==> config.mk <==
export PLATFORM = sky130hd
export DESIGN_NAME = ws2812b_encoder
export DESIGN_NICKNAME = d
export VERILOG_FILES = /design/src/rtl/ws2812b_encoder.sv
export SDC_FILE = /design/constraint.sdc
export NUM_CORES = 1
export LEC_CHECK = 0
export ABC_AREA = 1
export BUFFER_PORTS_ARGS = -buffer_cell sky130_fd_sc_hd__buf_2
export CORE_MARGIN = 1
export CORE_UTILIZATION = 40
export DETAILED_ROUTE_END_ITERATION = 16
export GPL_TIMING_DRIVEN = 0
export PLACE_DENSITY = 0.65
export SKIP_LAST_GASP = 1
export SLEW_MARGIN = 20
export SYNTH_ARGS = -nofsm -noshare
export SYNTH_HDL_FRONTEND = slang
export SYNTH_SLANG_ARGS = --single-unit
==> constraint.sdc <==
create_clock -name CLK -period 3.3 [get_ports CLK]
set_input_delay 0.495 -clock CLK [delete_from_list [all_inputs] [get_ports CLK]]
set_output_delay 0.495 -clock CLK [all_outputs]
set_load 0.03 [all_outputs]
==> src/rtl/ws2812b_encoder.sv <==
`timescale 1ns/1ps
// WS2812B single-wire NRZ encoder: 24-bit GRB pixels in, LED data waveform out.
// Latency: DOUT rises on the cycle after a pixel is accepted; bits are BIT_CYCLES long, MSB (G7) first.
// Backpressure: PIX_READY only in IDLE or on the last cycle of a non-last pixel; a frame ends with a LATCH_CYCLES low gap.
//
// Ports:
//   CLK        system clock
//   RST_N      synchronous active-low reset (enters the latch gap)
//   PIX_DATA   pixel, [23:16]=G, [15:8]=R, [7:0]=B
//   PIX_LAST   pixel closes the frame (qualified by the handshake)
//   PIX_VALID  upstream presents a pixel
//   PIX_READY  encoder takes the pixel on this edge (combinational)
//   DOUT       registered serial data to the LED chain
//   BUSY       encoder is not idle
module ws2812b_encoder #(
  parameter int BIT_CYCLES   = 15,
  parameter int T0H_CYCLES   = 5,
  parameter int T1H_CYCLES   = 10,
  parameter int LATCH_CYCLES = 960
) (
  input  logic        CLK,
  input  logic        RST_N,
  input  logic [23:0] PIX_DATA,
  input  logic        PIX_LAST,
  input  logic        PIX_VALID,
  output logic        PIX_READY,
  output logic        DOUT,
  output logic        BUSY
);

  localparam int CNT_MAX = (BIT_CYCLES > LATCH_CYCLES) ? BIT_CYCLES : LATCH_CYCLES;
  localparam int CW      = (CNT_MAX > 1) ? $clog2(CNT_MAX) : 1;

  localparam logic [CW-1:0] BIT_END   = CW'(BIT_CYCLES - 1);
  localparam logic [CW-1:0] LATCH_END = CW'(LATCH_CYCLES - 1);
  localparam logic [CW-1:0] T0H       = CW'(T0H_CYCLES);
  localparam logic [CW-1:0] T1H       = CW'(T1H_CYCLES);

  typedef enum logic [1:0] {
    S_IDLE,
    S_SEND,
    S_LATCH
  } state_t;

  state_t        state_q, state_d;
  logic [23:0]   shift_q, shift_d;
  logic          last_q, last_d;
  logic [4:0]    bit_idx_q, bit_idx_d;
  logic [CW-1:0] cyc_q, cyc_d;
  logic          dout_q, dout_d;

  logic          pix_ready;
  logic [CW-1:0] cyc_inc;
  logic [CW-1:0] high_len;

  always_ff @(posedge CLK) begin
    if (!RST_N) begin
      state_q   <= S_LATCH;
      shift_q   <= '0;
      last_q    <= 1'b0;
      bit_idx_q <= '0;
      cyc_q     <= '0;
      dout_q    <= 1'b0;
    end else begin
      state_q   <= state_d;
      shift_q   <= shift_d;
      last_q    <= last_d;
      bit_idx_q <= bit_idx_d;
      cyc_q     <= cyc_d;
      dout_q    <= dout_d;
    end
  end

  always_comb begin
    state_d   = state_q;
    shift_d   = shift_q;
    last_d    = last_q;
    bit_idx_d = bit_idx_q;
    cyc_d     = cyc_q;
    dout_d    = dout_q;
    pix_ready = 1'b0;
    cyc_inc   = cyc_q + CW'(1);
    high_len  = shift_q[23] ? T1H : T0H;

    case (state_q)
      S_IDLE: begin
        pix_ready = 1'b1;
        dout_d    = 1'b0;
        if (PIX_VALID) begin
          shift_d   = PIX_DATA;
          last_d    = PIX_LAST;
          bit_idx_d = '0;
          cyc_d     = '0;
          dout_d    = 1'b1;
          state_d   = S_SEND;
        end
      end

      S_SEND: begin
        if (cyc_q != BIT_END) begin
          cyc_d  = cyc_inc;
          // DOUT is registered, so decide the level of the cycle being entered.
          dout_d = (cyc_inc < high_len);
        end else begin
          cyc_d = '0;
          if (bit_idx_q != 5'd23) begin
            shift_d   = {shift_q[22:0], 1'b0};
            bit_idx_d = bit_idx_q + 5'd1;
            dout_d    = 1'b1;
          end else begin
            // Chaining a follow-on pixel here keeps the bit period seamless.
            pix_ready = !last_q;
            if (!last_q && PIX_VALID) begin
              shift_d   = PIX_DATA;
              last_d    = PIX_LAST;
              bit_idx_d = '0;
              dout_d    = 1'b1;
            end else begin
              dout_d  = 1'b0;
              state_d = S_LATCH;
            end
          end
        end
      end

      S_LATCH: begin
        dout_d = 1'b0;
        if (cyc_q == LATCH_END) begin
          cyc_d   = '0;
          state_d = S_IDLE;
        end else begin
          cyc_d = cyc_inc;
        end
      end

      default: begin
        dout_d  = 1'b0;
        cyc_d   = '0;
        state_d = S_LATCH;
      end
    endcase
  end

  assign PIX_READY = pix_ready;
  assign DOUT      = dout_q;
  assign BUSY      = (state_q != S_IDLE);

endmodule

==> results of run 1 <==
==> Yosys cell counts <==
master,number,share of area
nand4_1,4,0.011
clkinv_4,1,0.0038
nand3_1,37,0.079
a21oi_2,3,0.011
xnor2_1,1,0.0038
nor3_1,2,0.0043
buf_4,1,0.0032
nor4_1,1,0.0027
nand3b_1,1,0.0032
o41ai_1,1,0.0038
nor2_1,19,0.031
nand4_2,1,0.0054
nand2_2,1,0.0027
nand2_1,102,0.16
a21oi_1,19,0.041
ha_1,9,0.048
nor2_2,2,0.0054
o211a_1,20,0.086
nor3_2,1,0.0043
buf_6,3,0.014
nand2_4,1,0.0048
clkbuf_1,7,0.011
buf_2,4,0.0086
o21bai_1,1,0.0032
inv_1,29,0.047
o21ai_0,14,0.030
dfxtp_1,43,0.37
==> report_power, final <==
part | switching (mW) | total [mW] | internal [mW]
clock network | 0.179 | 0.424 | 0.245
registers | 0.0868 | 0.766 | 0.679
logic | 0.525 | 0.867 | 0.342
==> stage by stage <==
step	std cells	setup WS, ns	utilization
final	438	1.02	0.483
after global routing	438	0.865	0.483
after CTS	438	0.977	0.483
after detailed placement	430	1.32	0.462
after global placement	430	1.32	0.462
after floorplan	328	0.957	-
==> layer usage <==
metal | vias to the layer above | part of all wire
met4 | 0 | 0.012
met3 | 6 | 0.030
met2 | 26 | 0.48
met5 | - | 0
li1 | 1161 | -
met1 | 1006 | 0.48
==> worst paths after layout <==
check	start	endpoint	slack [ns]	cells past startpoint
worst max-delay path	cyc_q[0]	PIX_READY	1.02	7
worst min-delay path	shift_q[22]	shift_q[22]	0.45	2
worst max register to register	cyc_q[1]	DOUT	1.35	12
worst min register to register	shift_q[22]	shift_q[22]	0.45	2
==> state kept, by name, indices dropped and copies added (netlist names) <==
register / cells
shift_q: 24
cyc_q: 10
bit_idx_q: 5
state_q: 2
DOUT: 1
last_q: 1
==> final cells by class <==
cell class	instances	area, µm²
plain buffers	15	87.6
clock buffers	6	82.6
clock inverters	2	35.0
fillers	593	2880
inverters	30	118
multi-input cells	240	1270
flip-flops and latches	43	861
well taps	72	90.1
repair buffers	30	150
==> worst min-delay path: stages (launching register included) <==
cell and delay (ns):
dfxtp_1 0.30, inv_1 0.06, a21oi_1 0.05
==> logic make-up after synthesis <==
kind of cell | synth area share
buffers and inverters | 0.0878
DFF | 0.369
xor gates and xnor gates | 0.00375
and+or+nand+nor | 0.317
adders and majority gates | 0.0482
AOI/OAI and AO/OA | 0.175
==> out/results.tsv, run 1 <==
stage	metric	value	unit
clock_network	post_cts_resized	0	
sta	whs	0.454	ns
routing	num_vias	2199	
floorplan	dieArea	6150	µm²
floorplan	coreArea	5570	µm²
pwr	p_total	2.06	mW
clock_network	htreeDepth	2	
floorplan	dieHeight	78.4	µm
routing	antenna_left	0	
finish	syn2layout_area_growth	15.3	%
finish	fin_area	2690	µm²
global_routing	grt_use_met2	0.318	
sta	maxSlewHeadroom	0.666	
worst_setup_path	cp.buffers_inverters	2	
finish	mostFrequentLayoutCell	nand2_1	
routing	routedWlPerCell	11.6	µm
sta	fmax	438	MHz
pwr	ir_drop	0.357	mV
placed_design	routabilityCongestion	0.797	
worst_setup_path	path_cells	inv_1 -> ha_1 -> nand2_1 -> nor2_1 -> nand4_2 -> o41ai_1 -> buf_2	
clock_network	post-cts-setup-buffers	0	
synthesis	synth_warnings	0	
job	maxCapViolCount	0	
sta	fin_skew	0.00768	ns
global_routing	grt_util_met1	0.229	
clock_network	cts_max_path_buffers	2	
sta	setup_tns	0	ns
routing	first_iter_violations	133	
synthesis	synth_cell_type_count	27	
worst_setup_path	arrival	1.79	ns
clock_network	holdBufCountCts	0	
sta	min_period	2.28	ns
routing	drt_first_pass_iters	4	
sta	final_max_slew_viol_count	0	
clock_network	clockRootBuffer	clkbuf_8	
synthesis	synth_seq_cells	43	
worst_setup_path	crit_required	2.80	ns
worst_setup_path	cp_slowest_cell	dfxtp_1	
global_routing	grt.busiest_layer	met2	
clock_network	path_clk_slew	0.08	ns
worst_setup_path	path_class	reg -> out	
synthesis	netlist_instances	328	
worst_setup_path	cpLargestDelayFamily	buffers and inverters	
status	outcome	completed	
sta	setup_violations	0	
sta	min_period_over_period	0.692	
placed_design	place_area	2580	µm²
floorplan	die_w	78.4	µm
worst_setup_path	crit_fanout	5	
global_routing	grt.overflow.total	0	
finish	nets	402	
floorplan	ios	31	
synthesis	netlist_area	2340	µm²
clock_network	cts_tree	yes	
routing	via_per_inst	5.02	
global_routing	grt_max_degree	14	
synthesis	syn-num-nets	365	
worst_setup_path	endpoint_kind	primary output	
synthesis	synth_area_per_cell	7.12	µm²
sta	rsz0062_at_grt	false	
placed_design	hpwl	3810	µm
global_routing	grt_pass1_vias	2053	
clock_network	cts.sinks	43	
global_routing	track_usage	0.183	
synthesis	seq_area_frac_synth	0.369	
clock_network	numCtsBuffers	5	
floorplan	start_util	0.419	
routing	drc	0	
worst_setup_path	startpoint_type	flop	
finish	layout_common_cells	nand2_1 (102), dfxtp_1 (43), nand3_1 (37)	
global_routing	grt_pass1_wl	9000	µm
pwr	power_density	763	nW/µm²
clock_network	clock_latency	0.29	ns
worst_setup_path	cpPeakStageDelay	0.35	ns
worst_hold_path	hold_class	reg -> reg	
global_routing	gr-usage-met3	0.0349	
floorplan	rows	27	
placed_design	port_buffers	30	
routing	drt_wl_total	5070	µm
global_routing	antenna_found_initial	0	
sta	tightestPinTransition	0.501	ns
pwr	total_leakage_power	1.29	nW
finish	drive_above_1_share	0.153	
finish	n_antenna_cell	0	
sta	hold_viol	0	
(Power assumes the default switching activity.)
==> inputs of run 2 (changes only) <==
==> constraint.sdc (replaced) <==
create_clock -name CLK -period 2.12 [get_ports CLK]
set_input_delay 0.318 -clock CLK [delete_from_list [all_inputs] [get_ports CLK]]
set_output_delay 0.318 -clock CLK [all_outputs]
set_load 0.03 [all_outputs]
==> run 2 against run 1 <==
Effect of this change: cell area decreased by 0.28%; cell count unchanged; sequential power increased by 57%; register-to-register slack got worse by 1.1 ns; largest power group unchanged.
==> out/results.tsv, run 2 (synthesis results as in run 1) <==
stage	metric	value	unit	change
status	outcome	completed		unchanged
sta	fmax	503	MHz	
clock_network	cts_max_path_buffers	2		unchanged
pwr	ir_drop	0.547	mV	was 0.357 mV
worst_setup_path	arrival	1.67	ns	was 1.79 ns
global_routing	track_usage	0.183		about the same
finish	drive_above_1_share	0.153		unchanged
clock_network	htreeDepth	2		unchanged
floorplan	die_w	78.4	µm	unchanged
clock_network	post_cts_resized	0		unchanged
sta	tightestPinTransition	0.517	ns	was 0.501 ns
pwr	total_leakage_power	1.29	nW	about the same
sta	whs	0.306	ns	was 0.454 ns
clock_network	clockRootBuffer	clkbuf_8		unchanged
job	maxCapViolCount	0		unchanged
worst_hold_path	hold_class	in -> reg		was reg -> reg
global_routing	grt.overflow.total	0		unchanged
global_routing	gr-usage-met3	0.0314		was 0.0349
finish	fin_util	0.482		was 0.483
global_routing	grt_max_degree	13		was 14
routing	num_vias	2260		was 2199
global_routing	grt_use_met2	0.336		was 0.318
finish	fin_area	2690	µm²	about the same
finish	largest_register_ffs	24		unchanged
sta	hold_viol	0		unchanged
sta	fin_skew	0.00409	ns	was 0.00768 ns
sta	setup_tns	0	ns	unchanged
worst_setup_path	path_class	reg -> out		unchanged
placed_design	pre_cts_ws	0.214	ns	was 1.32 ns
routing	first_iter_violations	127		was 133
pwr	p_total	3.15	mW	was 2.06 mW
routing	routedWlPerCell	11.9	µm	was 11.6 µm
global_routing	grt_pass1_wl	9040	µm	was 9000 µm
floorplan	ios	31		unchanged
sta	setup_violations	0		unchanged
pwr	power_density	1170	nW/µm²	was 763 nW/µm²
placed_design	dpl.cell_count	430		unchanged
routing	drt_wl_total	5220	µm	was 5070 µm
worst_setup_path	startpoint_type	flop		unchanged
finish	layout_common_cells	nand2_1 (102), dfxtp_1 (43), nand3_1 (37)		unchanged
global_routing	antenna_found_initial	0		unchanged
clock_network	cts.sinks	43		unchanged
finish	nets	402		unchanged
finish	seqCellArea	861	µm²	unchanged
routing	drc	0		unchanged
sta	min_period_over_period	0.938		
sta	rsz0062_at_grt	false		unchanged
routing	antenna_left	0		unchanged
clock_network	path_clk_slew	0.08	ns	about the same
placed_design	hpwl	3830	µm	was 3810 µm
sta	maxSlewHeadroom	0.655		was 0.666
global_routing	grt.busiest_layer	met2		unchanged
clock_network	holdBufCountCts	0		unchanged
floorplan	start_util	0.419		unchanged
worst_setup_path	endpoint_kind	primary output		unchanged
clock_network	post-cts-setup-buffers	0		unchanged
floorplan	dieHeight	78.4	µm	unchanged
global_routing	grt_util_met1	0.215		was 0.229
routing	via_per_inst	5.16		was 5.02
clock_network	cts_tree	yes		unchanged
routing	drt_first_pass_iters	4		unchanged
clock_network	numCtsBuffers	5		unchanged
placed_design	place_area	2580	µm²	about the same
finish	multi_input_area	1280	µm²	was 1270 µm²
finish	layout.cells.non_filler	438		unchanged
finish	regMostFlops	shift_q		unchanged
worst_setup_path	crit_fanout	5		unchanged
finish	syn2layout_area_growth	15.0	%	was 15.3%
global_routing	grt_pass1_vias	2126		was 2053
placed_design	routabilityCongestion	0.830		was 0.797
sta	final_max_slew_viol_count	0		unchanged
finish	mostFrequentLayoutCell	nand2_1		unchanged
clock_network	clock_latency	0.29	ns	about the same
floorplan	dieArea	6150	µm²	unchanged
finish	fill_cells	588		was 593
worst_setup_path	crit_required	1.80	ns	was 2.80 ns
floorplan	rows	27		unchanged
sta	fin_ws	0.131	ns	was 1.02 ns
placed_design	port_buffers	30		unchanged
floorplan	coreArea	5570	µm²	unchanged
sta	min_period	1.99	ns	
finish	n_antenna_cell	0		unchanged
finish	reg_top3	shift_q (24), cyc_q (10), bit_idx_q (5)		unchanged
run 2: cell type report:
class | instances | share of cell area
Sequential cell | 43 | 0.320
Buffer | 15 | 0.0326
Inverter | 30 | 0.0438
Tap cell | 72 | 0.0335
Multi-Input combinational cell | 240 | 0.476
Clock buffer | 8 | 0.0373
Timing Repair Buffer | 30 | 0.0568
run 2: worst max-delay path: stages, from the launching register on:
cell and delay [ns]:
dfxtp_1 0.35, inv_1 0.10, ha_1 0.16, nand2_1 0.05, nor2_1 0.10, nand4_2 0.17
o41ai_2 0.24, buf_4 0.21
run 2: power by group:
part	internal, mW	switching [mW]	total [mW]
clock network	0.298	0.282	0.580
logic	0.543	0.832	1.37
registers	1.06	0.140	1.20
run 2: per-layer routing:
layer	share of wire	wire length, µm
met1	0.46	2410
met2	0.49	2540
met3	0.039	204
met4	0.011	59
met5	0	0
run 2: worst paths after layout:
kind | start | end | slack [ns] | cells past startpoint
worst min register to register | shift_q[10] | shift_q[10] | 0.46 | 2
worst min-delay path | PIX_LAST | last_q | 0.31 | 3
worst max-delay path | cyc_q[0] | PIX_READY | 0.13 | 7
worst max register to register | cyc_q[2] | DOUT | 0.22 | 10
